===== src/rtl/parity_fi_ctrl.sv =====
// -----------------------------------------------------------------------------
// parity_fi_ctrl
//
// Sequences the per-channel error-enable (ENERR) and fault-inject (FIERR)
// controls of the bus parity generator/checker, and folds the active-low
// parity error indications (ERR_B) into sticky flags, per-channel saturating
// counters and a single interrupt.
//
// A command/response handshake performs one operation at a time:
//   CMD_OP 00 ENABLE_SET  : ENERR[ch] <= 1, respond OK
//   CMD_OP 01 ENABLE_CLR  : ENERR[ch] <= 0, respond OK
//   CMD_OP 10 INJECT      : force FIERR[ch] until the next beat on the
//                           channel, then expect the checker to flag it
//   CMD_OP 11 / ch>=N_CH  : respond BAD_CMD
// RSP_STATUS: 00 OK/PASS, 01 NO_DETECT, 10 BAD_CMD, 11 NO_TRAFFIC
//
// Ports
//   ACLK, RESET_ACLK           clock, synchronous active-high reset
//   CMD_VALID/READY/OP/CH      command handshake
//   RSP_VALID/READY/STATUS     response handshake
//   CH_VALID[N_CH]             per-channel transfer beat
//   ERR_B[N_CH]                per-channel parity error, active-low
//   ENERR[N_CH], FIERR[N_CH]   controls to the parity block
//   STICKY_CLR[N_CH]           single-cycle clear of sticky flag and counter
//   STICKY_ERR[N_CH]           sticky functional error flags
//   ERR_CNT[8*N_CH]            saturating counts, channel i at [8i+7:8i]
//   IRQ                        registered OR of STICKY_ERR
//
// Build option
//   PARITY_FI_CTRL_ERR_CNT_EN  when defined the error counters are built;
//                              otherwise ERR_CNT is tied to zero.
// -----------------------------------------------------------------------------
module parity_fi_ctrl #(
    parameter int         N_CH      = 4,
    parameter int         TIMEOUT   = 64,
    parameter logic [3:0] ENERR_RST = 4'b1111
) (
    input  logic              ACLK,
    input  logic              RESET_ACLK,
    input  logic              CMD_VALID,
    output logic              CMD_READY,
    input  logic [1:0]        CMD_OP,
    input  logic [1:0]        CMD_CH,
    output logic              RSP_VALID,
    input  logic              RSP_READY,
    output logic [1:0]        RSP_STATUS,
    input  logic [N_CH-1:0]   CH_VALID,
    input  logic [N_CH-1:0]   ERR_B,
    output logic [N_CH-1:0]   ENERR,
    output logic [N_CH-1:0]   FIERR,
    input  logic [N_CH-1:0]   STICKY_CLR,
    output logic [N_CH-1:0]   STICKY_ERR,
    output logic [8*N_CH-1:0] ERR_CNT,
    output logic              IRQ
);

    typedef enum logic [1:0] {
        S_IDLE = 2'd0,
        S_ARM  = 2'd1,
        S_WAIT = 2'd2,
        S_RESP = 2'd3
    } state_t;

    localparam logic [1:0] OP_SET = 2'b00;
    localparam logic [1:0] OP_CLR = 2'b01;
    localparam logic [1:0] OP_INJ = 2'b10;
    localparam logic [1:0] OP_RSV = 2'b11;

    localparam logic [1:0] ST_OK     = 2'b00;
    localparam logic [1:0] ST_NODET  = 2'b01;
    localparam logic [1:0] ST_BADCMD = 2'b10;
    localparam logic [1:0] ST_NOTRAF = 2'b11;

    // Counter only ever needs to reach TIMEOUT-1.
    localparam int            CW       = $clog2(TIMEOUT);
    localparam logic [CW-1:0] TMO_LAST = CW'(TIMEOUT - 1);

    state_t              state_q, state_d;
    logic [1:0]          ch_q, ch_d;
    logic                saved_en_q, saved_en_d;
    logic [CW-1:0]       tmo_q, tmo_d;
    logic [1:0]          status_q, status_d;
    logic [N_CH-1:0]     enerr_q, enerr_d;
    logic [N_CH-1:0]     fierr_q, fierr_d;
    logic [N_CH-1:0]     sticky_q, sticky_d;
    logic                irq_q, irq_d;

    logic                cmd_ch_ok;
    logic                cmd_en_sel;
    logic                beat_sel;
    logic                err_sel;
    logic                inj_active;
    logic                inj_done;
    logic [N_CH-1:0]     err_cond;

    // Channel selects done by comparison rather than by variable index so the
    // 2-bit channel field stays legal for any N_CH, including out-of-range
    // values on CMD_CH.
    always_comb begin
        cmd_ch_ok  = (int'(CMD_CH) < N_CH);
        cmd_en_sel = 1'b0;
        beat_sel   = 1'b0;
        err_sel    = 1'b0;
        for (int i = 0; i < N_CH; i++) begin
            if (int'(CMD_CH) == i) cmd_en_sel = enerr_q[i];
            if (int'(ch_q) == i) begin
                beat_sel = CH_VALID[i];
                err_sel  = ~ERR_B[i];
            end
        end
    end

    // ------------------------------------------------------------------
    // Command sequencer
    // ------------------------------------------------------------------
    always_comb begin
        // NOTE: every variable gets a default before the case so no path
        // leaves it unassigned; otherwise synthesis would infer a latch.
        state_d    = state_q;
        ch_d       = ch_q;
        saved_en_d = saved_en_q;
        tmo_d      = tmo_q;
        status_d   = status_q;
        enerr_d    = enerr_q;
        fierr_d    = fierr_q;
        inj_done   = 1'b0;

        unique case (state_q)
            S_IDLE: begin
                if (CMD_VALID) begin
                    ch_d = CMD_CH;
                    if (!cmd_ch_ok || CMD_OP == OP_RSV) begin
                        status_d = ST_BADCMD;
                        state_d  = S_RESP;
                    end else if (CMD_OP == OP_INJ) begin
                        saved_en_d = cmd_en_sel;
                        for (int i = 0; i < N_CH; i++) begin
                            if (int'(CMD_CH) == i) begin
                                enerr_d[i] = 1'b1;
                                fierr_d[i] = 1'b1;
                            end
                        end
                        tmo_d   = '0;
                        state_d = S_ARM;
                    end else begin
                        for (int i = 0; i < N_CH; i++) begin
                            if (int'(CMD_CH) == i) enerr_d[i] = (CMD_OP == OP_SET);
                        end
                        status_d = ST_OK;
                        state_d  = S_RESP;
                    end
                end
            end

            S_ARM: begin
                tmo_d = tmo_q + CW'(1);
                if (beat_sel) begin
                    // The corrupted beat has gone out; stop injecting and
                    // restart the timer for the detection window.
                    for (int i = 0; i < N_CH; i++) begin
                        if (int'(ch_q) == i) fierr_d[i] = 1'b0;
                    end
                    tmo_d = '0;
                    if (err_sel) begin
                        status_d = ST_OK;
                        inj_done = 1'b1;
                    end else begin
                        state_d = S_WAIT;
                    end
                end else if (tmo_q == TMO_LAST) begin
                    status_d = ST_NOTRAF;
                    inj_done = 1'b1;
                end
            end

            S_WAIT: begin
                tmo_d = tmo_q + CW'(1);
                // Detection is tested first so it wins over a same-cycle
                // timeout.
                if (err_sel) begin
                    status_d = ST_OK;
                    inj_done = 1'b1;
                end else if (tmo_q == TMO_LAST) begin
                    status_d = ST_NODET;
                    inj_done = 1'b1;
                end
            end

            S_RESP: begin
                if (RSP_READY) state_d = S_IDLE;
            end

            default: state_d = S_IDLE;
        endcase

        // Common exit from an injection: put the channel's enable back the
        // way the user left it and make sure injection is off.
        if (inj_done) begin
            state_d = S_RESP;
            for (int i = 0; i < N_CH; i++) begin
                if (int'(ch_q) == i) begin
                    enerr_d[i] = saved_en_q;
                    fierr_d[i] = 1'b0;
                end
            end
        end
    end

    // ------------------------------------------------------------------
    // Functional error monitor
    // ------------------------------------------------------------------
    assign inj_active = (state_q == S_ARM) || (state_q == S_WAIT);

    always_comb begin
        err_cond = '0;
        sticky_d = sticky_q;
        for (int i = 0; i < N_CH; i++) begin
            // The channel under self-test is expected to error; that is not
            // a functional fault.
            err_cond[i] = ~ERR_B[i] & ~(inj_active && int'(ch_q) == i);
            if (err_cond[i])        sticky_d[i] = 1'b1;
            else if (STICKY_CLR[i]) sticky_d[i] = 1'b0;
        end
        irq_d = |sticky_q;
    end

    always_ff @(posedge ACLK) begin
        // NOTE: sequential state uses non-blocking assignments so every flop
        // samples the pre-edge values regardless of statement order.
        if (RESET_ACLK) begin
            state_q    <= S_IDLE;
            ch_q       <= '0;
            saved_en_q <= 1'b0;
            tmo_q      <= '0;
            status_q   <= ST_OK;
            enerr_q    <= ENERR_RST[N_CH-1:0];
            fierr_q    <= '0;
            sticky_q   <= '0;
            irq_q      <= 1'b0;
        end else begin
            state_q    <= state_d;
            ch_q       <= ch_d;
            saved_en_q <= saved_en_d;
            tmo_q      <= tmo_d;
            status_q   <= status_d;
            enerr_q    <= enerr_d;
            fierr_q    <= fierr_d;
            sticky_q   <= sticky_d;
            irq_q      <= irq_d;
        end
    end

`ifdef PARITY_FI_CTRL_ERR_CNT_EN
    logic [8*N_CH-1:0] cnt_q, cnt_d;

    always_comb begin
        cnt_d = cnt_q;
        for (int i = 0; i < N_CH; i++) begin
            if (err_cond[i]) begin
                // A clear coincident with an error restarts the count at one.
                if (STICKY_CLR[i])
                    cnt_d[8*i +: 8] = 8'd1;
                else if (cnt_q[8*i +: 8] != 8'hFF)
                    cnt_d[8*i +: 8] = cnt_q[8*i +: 8] + 8'd1;
            end else if (STICKY_CLR[i]) begin
                cnt_d[8*i +: 8] = 8'd0;
            end
        end
    end

    always_ff @(posedge ACLK) begin
        if (RESET_ACLK) cnt_q <= '0;
        else            cnt_q <= cnt_d;
    end

    assign ERR_CNT = cnt_q;
`else
    assign ERR_CNT = '0;
`endif

    assign CMD_READY  = (state_q == S_IDLE);
    assign RSP_VALID  = (state_q == S_RESP);
    assign RSP_STATUS = status_q;
    assign ENERR      = enerr_q;
    assign FIERR      = fierr_q;
    assign STICKY_ERR = sticky_q;
    assign IRQ        = irq_q;

endmodule


===== config.mk =====
export PLATFORM = sky130hd
export DESIGN_NAME = parity_fi_ctrl
export DESIGN_NICKNAME = d
export VERILOG_FILES = /design/src/rtl/parity_fi_ctrl.sv
export SDC_FILE = /design/constraint.sdc
export NUM_CORES = 1
export LEC_CHECK = 0
export BUFFER_PORTS_ARGS = -buffer_cell sky130_fd_sc_hd__buf_2
export CORE_ASPECT_RATIO = 0.6
export CORE_MARGIN = 1
export CORE_UTILIZATION = 45
export CTS_CLUSTER_SIZE = 30
export DETAILED_ROUTE_END_ITERATION = 10
export GPL_ROUTABILITY_DRIVEN = 1
export GPL_TIMING_DRIVEN = 0
export HOLD_SLACK_MARGIN = 0.06
export PLACE_DENSITY = 0.84
export SYNTH_ARGS = -nofsm -noshare
export SYNTH_HDL_FRONTEND = slang
export SYNTH_SLANG_ARGS = --single-unit

===== constraint.sdc =====
create_clock -name ACLK -period 3.6 [get_ports ACLK]
set_clock_uncertainty 0.15 [all_clocks]
set_input_delay 0 -clock ACLK [delete_from_list [all_inputs] [get_ports ACLK]]
set_output_delay 0 -clock ACLK [all_outputs]
set_load 0.05 [all_outputs]

# Word-level counts from Yosys, hierarchy flattened
# Cells that the tools add are included.
# word_totals
reg_bits,26
elab_cells,152
inputBits,20
output_inout_bits,49
# op_classes
eq_ne,23
n_addsub,1
n_mux,82
n_reduce_logical,21
bitwise,13
# ops
cell,count
$mux 1,48
$mux 4,10
$mux 2,15
$mux 6,4
$ne 3x3->1 const B,6
$pmux 6 s3,1
$eq 2x2->1 const B,8
$pmux 2 s3,2
$not 1->1,9
$logic_not 2->1,4
$pmux 4 s2,1
$reduce_and 4->1,2
$reduce_bool 2->1,4
$add 6x1->6 const B,1
$eq 2x1->1 const B,3
$eq 6x6->1 const B,1
$reduce_and 6->1,1
$reduce_and 5->1,1
$and 1x1->1,4
$logic_and 1x1->1,4
$ne 2x2->1 const B,2
$reduce_bool 4->1,1
$reduce_or 4->1,1
$ne 3x1->1 const B,1
6 further kinds,6

# Depth between registers and ports, before layout
# Gate-level depths: netlist of run 1.
# depth
word_depth,10
depth_mapped,9
ltp_nobuf,7

# Worst setup path before layout of run 1
# Ideal clock, no wire load.
# synth_timing
path_kind,register -> register
from,register state_q[0]
to,"register fierr_q[1], in the netlist FIERR[1]"
path_buffers,2
path_stages_with_launch,10
arrival_ps,2146
setup_slack_ps,1240
setup_ps,64
path_cell_list,dfxtp_1 inv_1 ha_1 and2_1 clkbuf_1 and2_0 clkbuf_1 a31oi_1 a311o_1 nor2_1
# synth_between
elab_chain_cells,4
elab_cells_between_ends,7
# synth_rtl
item,line_no,source
"start, declared",78,"state_t state_q, state_d;"
"start signal, assigned",241,state_q <= state_d;
$logic_not 2->1 *,-,
via CMD_READY,41,"output logic CMD_READY,"
$pmux 4 s2 *,128,unique case (state_q)
$mux 1,201,if (int'(ch_q) == i) begin
$mux 4 *,198,if (inj_done) begin
"end signal, assigned",247,fierr_q <= fierr_d;
"end, declared",84,"logic [N_CH-1:0] fierr_q, fierr_d;"
# Mark *: on every way through the listed nets, which the timed path passes. The rest lies on a longest branch.
# A chain may end at the register's enable or synchronous reset.

# Final worst setup path of run 1
# layout_timing
from,register state_q[0]
to,"register fierr_q[1], in the netlist FIERR[1]"
# layout_between
elab_chain_cells,4
elab_cells_between_ends,7
# layout_rtl
item,line_no
$eq 2x1->1 or $logic_not 2->1 (tied branches),128
$pmux 4 s2,128
$mux 1,201
$mux 4 *,198
# Every way passes the cells marked *; elsewhere a longest branch is shown, timed or not.

==> results of run 1 <==
## power by group through the flow
stage          Clock, mW  Combinational [mW]  Sequential, mW
2_1_floorplan          0               0.443           0.420
3_3_place_gp           0               0.617           0.355
3_5_place_dp           0               0.629           0.356
4_1_cts            0.164               0.657           0.350
5_1_grt            0.177               0.715           0.355
6_report           0.164               0.672           0.352
## flip-flops by register name (all words and copies together), names as in the netlist, 2 cells and up
signal      cells
ENERR           4
FIERR           4
RSP_STATUS      2
STICKY_ERR      4
ch_q            2
state_q         2
tmo_q           6
## worst min-delay path, stage by stage
cell,delay [ns]
buf_2,0.11
nand4_1,0.09
a32oi_1,0.05
nor2_1,0.08
and2_1,0.12
## final cells by class
class / count / area, sq um / area share
inverters: 12 / 45.0 / 0.0196
flip-flops and latches: 26 / 520 / 0.226
multi-input cells: 163 / 983 / 0.428
well taps: 45 / 56.3 / 0.0245
clock buffers: 3 / 41.3 / 0.0180
repair buffers: 54 / 370 / 0.161
plain buffers: 41 / 282 / 0.122
## stage by stage
| step | std cells | worst slack [ns] | area [sq um] | util |
|---|---|---|---|---|
| 6_report | 344 | 0.715 | 2300 | 0.668 |
| 4_1_cts | 344 | 0.753 | 2300 | 0.668 |
| 2_1_floorplan | 242 | 1.24 | 1830 | - |
| 5_1_grt | 344 | 0.494 | 2300 | 0.668 |
| 3_5_place_dp | 321 | 1.33 | 2060 | 0.597 |
| 3_3_place_gp | 321 | 1.36 | 2060 | 0.597 |
## placed cells by master, fill, tap and decap left out, types with 6 or more instances in the layout
master,count
nand2_1,18
buf_4,32
nor2_1,25
buf_2,34
a21oi_1,18
dfxtp_1,26
inv_1,12
clkbuf_1,7
conb_1,32
nor2b_1,6
dlygate4sd3_1,20
## worst paths after layout
check                                 start  endpoint  slack, ns  depth (start not counted)
worst min register to register     tmo_q[0]  tmo_q[0]       0.35                          2
worst max register to register   state_q[0]  FIERR[1]       0.71                         10
worst max-delay path             state_q[0]  FIERR[1]       0.71                         10
worst min-delay path            CH_VALID[3]  FIERR[3]       0.06                          5
## kinds of logic (layout without fill, tap and decap cells)
group | after synthesis | after routing | share of synthesized area
compound gates | 44 | 44 | 0.185
xor+xnor | 4 | 4 | 0.0204
fa+ha+maj | 5 | 5 | 0.0365
buf+inv | 53 | 110 | 0.191
flops | 26 | 26 | 0.304
mux | 8 | 8 | 0.0686
other cells | 1 | 32 | 0.00219
simple gates | 70 | 70 | 0.193
## metal layers
| metal | wire (um) | global-route usage | part of all wire |
|---|---|---|---|
| met5 | 0 | 0 | 0 |
| met3 | 374 | 0.0574 | 0.084 |
| met4 | 38 | 0.0380 | 0.0085 |
| met1 | 2030 | 0.300 | 0.45 |
| met2 | 2020 | 0.342 | 0.45 |
## what timing repair did
item / CTS / global route
hold buffers: 20 / 0
endpoints found under the hold margin: 13 / 0
setup endpoints to repair: 0 / 0
==> metrics.md, run 1 <==
| Metric | Value |
|---|---|
| Status | `complete, no violations` |
| Synthesized cell area | `1710 sq um` |
| Critical path's largest stage delay | `0.56 ns` |
| DIE AREA | `4070 sq um` |
| Syn Inst Count | `211` |
| Min-Delay Path Class | `in -> reg` |
| Power per cell area | `517 nW/um^2` |
| Slew Viols, Final | `0` |
| Most frequent cell after synthesis | `buf_4` |
| RSZ-0062 raised after global routing | `no` |
| Top Ports | `69` |
| Period utilisation layout | `0.801` |
| Crit Path Max Fanout | `7` |
| First-pass GRT wire length | `6.69 mm` |
| Post-synth top flop | `dfxtp_1` |
| GRT Util Overall | `0.217` |
| Post-CTS setup buffer count | `0` |
| Post-synth EDFFs | `0` |
| Crit-path leading delay family | `buffers and inverters` |
| CTS tree | `done` |
| Synth top area share | `0.304` |
| DRC viols | `0` |
| Sw power | `0.565 mW` |
| Chip width | `81.7 um` |
| Asr flop ratio synth | `0` |
| Die Height | `49.8 um` |
| Critical Path Sink Type | `register` |
| Clk_lat worst skew | `0.27 ns` |
| Core area | `3440 sq um` |
| Worst EP arrival | `2.95 ns` |
| Sequential fraction of the synthesis area | `0.304` |
| Final min period | `2.89 ns` |
| Vias in the first global route | `1437` |
| Layout cells sized above 1 | `0.258` |
| Avg Inst Size Synth | `8.12 sq um` |
| GRT overflow | `0` |
| Count of buffers from port buffering | `34` |
| Leakage power | `1.09 nW` |
| Row count | `16` |
| Setup violations, final | `0` |
| CTS resizes | `0` |
| Pre-Repair DR Iteration Count | `4` |
| Critical path launch point type | `register` |
| Maximum vdd drop | `0.000255 V` |
| Synth warn | `0` |
| Final WL | `4.46 mm` |
| DRT iter0 DRCs | `97` |
| Clock Root Buffer | `clkbuf_8` |
| Number of vias per cell | `4.88` |
| Largest area contributor in the netlist | `dfxtp_1` |
| Distinct cells, synth | `43` |
| Tot Pwr | `1.19 mW` |
| Fin. Hold Viols | `0` |
| Reg clk slew, reported paths | `0.09 ns` |
| CP bufs+invs | `4` |
| Routability cong. | `0.873` |
| Share of power burned in registers | `0.296` |
| DRT antenna net count | `0` |
| Critical-path cell list | `inv_1, ha_1, and2_1, clkbuf_1, and2_0, clkbuf_1, a31oi_1, a311o_1, dlygate4sd3_1, nor2_1` |
| Antenna violations before repair | `0` |
| Setup Crit Path Kind | `reg -> reg` |
| Clock sinks | `26` |
| Largest net degree at the start of global routing | `14` |
| Synth top cells by count | `buf_4, dfxtp_1, nor2_1` |
| Slowest CP cell | `dlygate4sd3_1` |
| Internal | `0.623 mW` |
| Drt wl/cell | `13.0 um` |
| Required time worst endpoint | `3.66 ns` |
| Logic pwr share | `0.565` |
| Initial Util | `0.498` |
| ANT cells | `0` |
| Max_cap viols | `0` |
| Max-slew headroom | `0.626` |
| Sw Share | `0.476` |
| Top cells by area, synth | `dfxtp_1, buf_4, nor2_1` |
| Yosys reg bits | `26` |
| Post-DP HPWL | `3.33 mm` |
| Via count | `1679` |
| Worst slew pin tran | `0.562 ns` |
| WHS | `0.0578 ns` |
| Layout fillers | `296` |
| Fmax | `347 MHz` |
| TNS Setup | `0 ns` |
| Final net count | `326` |
| H-tree levels | `1` |
| Clock buffer depth | `2` |
| Num CTS Buffers | `3` |
| Clock power frac | `0.138` |
| Top cell by count, worst path | `clkbuf_1` |
| Layout area overhead | `34.1%` |
Note: power is estimated with default switching activity, not from simulation.
==> run 2, diff against run 1 <==
--- a/config.mk
+++ b/config.mk
@@ -5,6 +5,7 @@
 export SDC_FILE = /design/constraint.sdc
 export NUM_CORES = 1
 export LEC_CHECK = 0
+export ABC_AREA = 1
 export BUFFER_PORTS_ARGS = -buffer_cell sky130_fd_sc_hd__buf_2
 export CORE_ASPECT_RATIO = 0.6
 export CORE_MARGIN = 1
@@ -14,7 +15,7 @@
 export GPL_ROUTABILITY_DRIVEN = 1
 export GPL_TIMING_DRIVEN = 0
 export HOLD_SLACK_MARGIN = 0.06
-export PLACE_DENSITY = 0.84
+export PLACE_DENSITY = 0.83
 export SYNTH_ARGS = -nofsm -noshare
 export SYNTH_HDL_FRONTEND = slang
 export SYNTH_SLANG_ARGS = --single-unit
==> constraint.sdc (replaced) <==
create_clock -name ACLK -period 2.8 [get_ports ACLK]
set_clock_uncertainty 0.15 [all_clocks]
set_input_delay 0 -clock ACLK [delete_from_list [all_inputs] [get_ports ACLK]]
set_output_delay 0 -clock ACLK [all_outputs]
set_load 0.05 [all_outputs]
==> run 2 against run 1 <==
Synthesized cell count is 27% higher. Core utilization is 3.4 points lower. Flip-flop and latch count unchanged. Die area increased by 8.8%. First-iteration DRC count up 54%. Critical path depth is 3 lower. Wire length up 2.8%. Register-to-register slack worse by 0.39 ns. Worst hold slack improved by 0.0076 ns. Global-route usage fell by 0.12 points. Fmax rose by 16%. Clock-buffer cell count up 1. Critical endpoint is now STICKY_ERR[0]. Largest cell class unchanged. Largest power group unchanged.
==> metrics.md, run 2 <==
| Metric | Value |
|---|---|
| Synth Area in Simple Gates | `0.357` |
| Setup violations, final | `0` |
| Clock Root Buffer | `clkbuf_8` |
| GR Layer Usage met3 | `0.0460` |
| Period utilisation layout | `0.885` |
| Mux contribution to synthesized area | `0` |
| Row count | `17` |
| Top cells by area, synth | `dfxtp_1, buf_4, nand2_1` |
| Syn Inst Count | `267` |
| Max-slew headroom | `0.663` |
| Critical path's largest stage delay | `0.57 ns` |
| Die Height | `51.9 um` |
| Required time worst endpoint | `2.83 ns` |
| Placed inst area | `2220 sq um` |
| Max reg flops | `6` |
| Top Ports | `69` |
| TNS Setup | `0 ns` |
| Synth top cells by count | `nand2_1, buf_4, nor2_1` |
| Avg Inst Size Synth | `7.01 sq um` |
| Yosys reg bits | `26` |
| Number of vias per cell | `4.68` |
| Synth top area share | `0.278` |
| Num CTS Buffers | `3` |
| Worst slew pin tran | `0.506 ns` |
| Min-Delay Path Class | `in -> reg` |
| Most frequent cells in the layout | `nand2_1, buf_2, buf_4` |
| Core area | `3830 sq um` |
| Synth warn | `0` |
| Layout fillers | `350` |
| Power per cell area | `750 nW/um^2` |
| Layout cells sized above 1 | `0.315` |
| Post-DP HPWL | `3.46 mm` |
| DRT iter0 DRCs | `149` |
| CTS resizes | `0` |
| Most flop-heavy register | `tmo_q` |
| CTS tree | `done` |
| Count of buffers from port buffering | `35` |
| Post-synth EDFFs | `0` |
| Maximum vdd drop | `0.000459 V` |
| First-pass GRT wire length | `7.25 mm` |
| Layout area overhead | `29.7%` |
| Max_cap viols | `0` |
| Met1 usage | `0.302` |
| Clock sinks | `26` |
| Post-synth top flop | `dfxtp_1` |
| Status | `complete, no violations` |
| Slowest CP cell | `dlygate4sd3_1` |
| H-tree levels | `1` |
| Leakage power | `1.26 nW` |
| Fin. Hold Viols | `0` |
| Synthesized cell area | `1870 sq um` |
| Routability cong. | `0.871` |
| Largest area contributor in the netlist | `dfxtp_1` |
| Crit Path Max Fanout | `9` |
| Synth Area in Compound Gates | `0.118` |
| Most common cell after layout, fill and taps aside | `nand2_1` |
| Setup Crit Path Kind | `reg -> reg` |
| Reg clk slew, reported paths | `0.09 ns` |
| Clock buffer depth | `2` |
| Xor-xnor portion of the synthesized cell area | `0.00936` |
| DIE AREA | `4430 sq um` |
| Asr flop ratio synth | `0` |
| Critical-path cell list | `inv_1, ha_1, inv_2, nor3_1, o22ai_1, dlygate4sd3_1, and2_1` |
| GRT overflow | `0` |
| Slew Viols, Final | `0` |
| Fmax | `403 MHz` |
| Post-Synth Adder-Cell Area | `0.0334` |
| Final WL | `4.59 mm` |
| Chip width | `85.2 um` |
| GRT Util Overall | `0.216` |
| Area of the multi-input gates | `1090 sq um` |
| Largest net degree at the start of global routing | `15` |
| GRT busiest layer | `met2` |
| Final min period | `2.48 ns` |
| Register area | `520 sq um` |
| Largest family of logic cells by synthesized area | `simple AND/OR/NAND/NOR gates` |
| GRT met2 Usage | `0.337` |
| Post-layout util | `0.634` |
| Worst slack at placement | `0.896 ns` |
| Clk_lat worst skew | `0.27 ns` |
| Antenna violations before repair | `0` |
| Distinct cells, synth | `36` |
| Pre-Repair DR Iteration Count | `4` |
| Final setup margin | `0.321 ns` |
| Worst EP arrival | `2.51 ns` |
| Critical path launch point type | `register` |
| Design Area, Final | `2430 sq um` |
| Sequential fraction of the synthesis area | `0.278` |
| Drt wl/cell | `11.5 um` |
| Via count | `1867` |
| DRT antenna net count | `0` |
| Critical Path Sink Type | `register` |
| DRC viols | `0` |
| RSZ-0062 raised after global routing | `no` |
| ANT cells | `0` |
| Final net count | `378` |
| Initial Util | `0.489` |
| Most frequent cell after synthesis | `nand2_1` |
| Vias in the first global route | `1581` |
run 2: cell type report:
cell class | instances | share of cell area
timing repair buffer | 50 | 0.134
inverter | 25 | 0.0407
sequential | 26 | 0.215
buffer | 37 | 0.115
multi-input combinational | 210 | 0.449
tap | 47 | 0.0242
clock buffer | 4 | 0.0227
run 2: path summary, 6_finish.rpt:
check,start,slack [ns],end,cells after the start
worst max-delay path,state_q[1],0.32,STICKY_ERR[0],7
worst min register to register,tmo_q[1],0.34,tmo_q[1],2
worst min-delay path,CH_VALID[0],0.07,FIERR[0],5
worst max register to register,state_q[1],0.32,STICKY_ERR[0],7
run 2: worst max-delay path: cells and delay by family, from the launching register on:
kind,cells,cell delay (ns)
adders and majority gates,1,0.41
DFF,1,0.39
AOI/OAI and AO/OA,1,0.12
buffers and inverters,3,0.79
and+or+nand+nor,2,0.52
run 2: logic make-up after synthesis:
| group | count (synthesis) |
|---|---|
| DFF | 26 |
| adders and majority gates | 5 |
| buffers and inverters | 62 |
| other | 1 |
| AOI/OAI and AO/OA | 37 |
| and+or+nand+nor | 134 |
| xor gates and xnor gates | 2 |
run 2: what timing repair did:
action,4_1_cts,5_1_grt
hold buffers,15,0
endpoints found under the hold margin,16,0
setup endpoints to repair,0,0
setup buffers,0,0
run 2: metrics by stage:
step                      hold slack (ns)  power [mW]  cells
final                              0.0655        1.82    399
after CTS                          0.0607        1.81    399
after global routing               0.0816        1.94    399
after detailed placement            0.125        1.53    380
after global placement              0.113        1.51    380
after floorplan                    0.0275        1.34    298
run 2: metal layers:
metal	vias up	share of wire
li1	960	-
met1	823	0.46
met2	74	0.44
met3	10	0.078
met4	0	0.017
met5	-	0
run 2: power breakdown:
| part | leakage, nW | switching [mW] | internal, mW |
|---|---|---|---|
| sequential | 0.213 | 0.0373 | 0.428 |
| combinational | 1.02 | 0.774 | 0.332 |
| clock | 0.0288 | 0.122 | 0.126 |
| total | 1.26 | 0.933 | 0.886 |
==> run 3, diff against run 2 <==
--- a/config.mk
+++ b/config.mk
@@ -7,7 +7,7 @@
 export LEC_CHECK = 0
 export ABC_AREA = 1
 export BUFFER_PORTS_ARGS = -buffer_cell sky130_fd_sc_hd__buf_2
-export CORE_ASPECT_RATIO = 0.6
+export CORE_ASPECT_RATIO = 0.75
 export CORE_MARGIN = 1
 export CORE_UTILIZATION = 45
 export CTS_CLUSTER_SIZE = 30
==> run 3 against run 2 <==
Combinational power about the same. Critical path depth is the same. Worst hold slack better by 0.016 ns. Core utilization up 0.18 points. Critical endpoint unchanged.
==> metrics.md, run 3 (synthesized netlist as in run 2, its figures left out) <==
| Metric | Value |
|---|---|
| Critical path launch point type | `register` |
| Final min period | `2.49 ns` |
| Status | `complete, no violations` |
| Top Ports | `69` |
| DIE AREA | `4420 sq um` |
| Final setup margin | `0.312 ns` |
| Number of vias per cell | `4.58` |
| WHS | `0.0816 ns` |
| Sw power | `0.915 mW` |
| Chip width | `76.4 um` |
| GRT overflow | `0` |
| Clock buffer depth | `2` |
| RR Startpoint | `state_q[0]` |
| Layout fillers | `340` |
| Worst slack at placement | `0.915 ns` |
| Maximum vdd drop | `0.000384 V` |
| Fin. Hold Viols | `0` |
| Worst EP arrival | `2.51 ns` |
| Routability cong. | `0.904` |
| Slew Viols, Final | `0` |
| Internal | `0.886 mW` |
| Reg clk slew, reported paths | `0.09 ns` |
| Fmax | `402 MHz` |
| DRT iter0 DRCs | `132` |
| Layout cells sized above 1 | `0.315` |
| H-tree levels | `1` |
| Cell depth of the worst flop-to-flop path | `7` |
| Critical Path Sink Type | `register` |
| Max reg flops | `6` |
| Die Height | `57.8 um` |
| First-pass GRT wire length | `7.11 mm` |
| GRT Util Overall | `0.203` |
| TNS Setup | `0 ns` |
| Worst hold path depth | `5` |
| Worst slew pin tran | `0.501 ns` |
| Via count | `1852` |
| Max-slew headroom | `0.664` |
| R2R Setup Slk | `0.31 ns` |
| Clk_lat worst skew | `0.27 ns` |
| Most common cell after layout, fill and taps aside | `nand2_1` |
| Period utilisation layout | `0.888` |
| Tot Pwr | `1.80 mW` |
| Share of power burned in registers | `0.257` |
| Final net count | `378` |
| Drt wl/cell | `10.7 um` |
| Sw Share | `0.508` |
| DRC viols | `0` |
| CTS resizes | `0` |
| Min-Delay Path Class | `in -> reg` |
| Largest net degree at the start of global routing | `15` |
| Num CTS Buffers | `3` |
| Setup Crit Path Kind | `reg -> reg` |
| Logic pwr share | `0.606` |
| Antenna violations before repair | `0` |
| Initial Util | `0.489` |
| Clock sinks | `26` |
| Max_cap viols | `0` |
| DRT antenna net count | `0` |
| Pre-Repair DR Iteration Count | `4` |
| RSZ-0062 raised after global routing | `no` |
| Count of buffers from port buffering | `35` |
| Setup violations, final | `0` |
| Clock Root Buffer | `clkbuf_8` |
| Clock power frac | `0.136` |
| R2R Path End | `STICKY_ERR[0]` |
| Vias in the first global route | `1635` |
| Post-DP HPWL | `3.38 mm` |
| Most flop-heavy register | `tmo_q` |
| Crit Path Max Fanout | `9` |
| Row count | `19` |
| Required time worst endpoint | `2.83 ns` |
| Hold path endpoint | `FIERR[1]` |
| Final WL | `4.33 mm` |
| Power per cell area | `740 nW/um^2` |
| Post-CTS setup buffer count | `0` |
| Most frequent cells in the layout | `nand2_1, buf_2, buf_4` |
| ANT cells | `0` |
| Leakage power | `1.26 nW` |
| Core area | `3830 sq um` |
| Layout area overhead | `30.0%` |
| CTS tree | `done` |
| Worst hold start | `CH_VALID[1]` |
-- run 3: cell counts in the layout (fill, tap and decap cells not counted) --
Identical to the previous run, type by type.
-- run 3: area by class of cell --
cell class,instances,area [sq um],area share
Buffer,37,279,0.115
Clock buffer,4,55.1,0.0226
Inverter,25,98.8,0.0406
Multi-Input combinational cell,210,1090,0.448
Sequential cell,26,520,0.214
Tap cell,52,65.1,0.0267
Timing Repair Buffer,50,325,0.134
-- run 3: power by group through the flow --
stage / logic [mW] / clock network [mW] / registers, mW
floorplan: 0.752 / 0 / 0.588
global route: 1.20 / 0.267 / 0.471
detailed placement: 1.05 / 0 / 0.471
finish: 1.09 / 0.245 / 0.463
CTS: 1.08 / 0.249 / 0.463
global placement: 1.03 / 0 / 0.470
-- run 3: how the worst max path moves through the flow --
stage / from / to / slack, ns / cells past startpoint
2_1_floorplan: state_q[0] / ENERR[3] / 0.82 / 9
3_3_place_gp: state_q[1] / FIERR[0] / 0.97 / 6
3_5_place_dp: state_q[0] / STICKY_ERR[0] / 0.91 / 6
4_1_cts: state_q[1] / STICKY_ERR[0] / 0.36 / 7
5_1_grt: state_q[1] / STICKY_ERR[0] / 0.22 / 7
6_report: state_q[0] / STICKY_ERR[0] / 0.31 / 7
-- run 3: metrics by stage --
step / cell area, sq um / std cells / utilization
global route: 2430 / 404 / 0.636
global placement: 2230 / 385 / 0.582
floorplan: 1990 / 298 / -
detailed placement: 2230 / 385 / 0.582
finish: 2430 / 404 / 0.636
CTS: 2430 / 404 / 0.636
-- run 3: worst max-delay path: stages (launching register included) --
cell	delay (ns)
dfxtp_1	0.38
inv_1	0.09
ha_1	0.41
inv_2	0.13
nor3_1	0.42
o22ai_1	0.11
dlygate4sd3_1	0.58
and2_1	0.13
-- run 3: metal layers --
metal	wire length, um	vias up	share of wire	global-route usage
met5	0	-	0	0
met4	17	0	0.0039	0.0385
met3	371	2	0.086	0.0409
met2	1960	82	0.45	0.351
met1	1980	801	0.46	0.267
li1	-	967	-	-
-- run 3: what timing repair did --
item,4_1_cts,5_1_grt
endpoints found under the hold margin,16,0
hold buffers,15,0
endpoints found under the setup margin,0,0
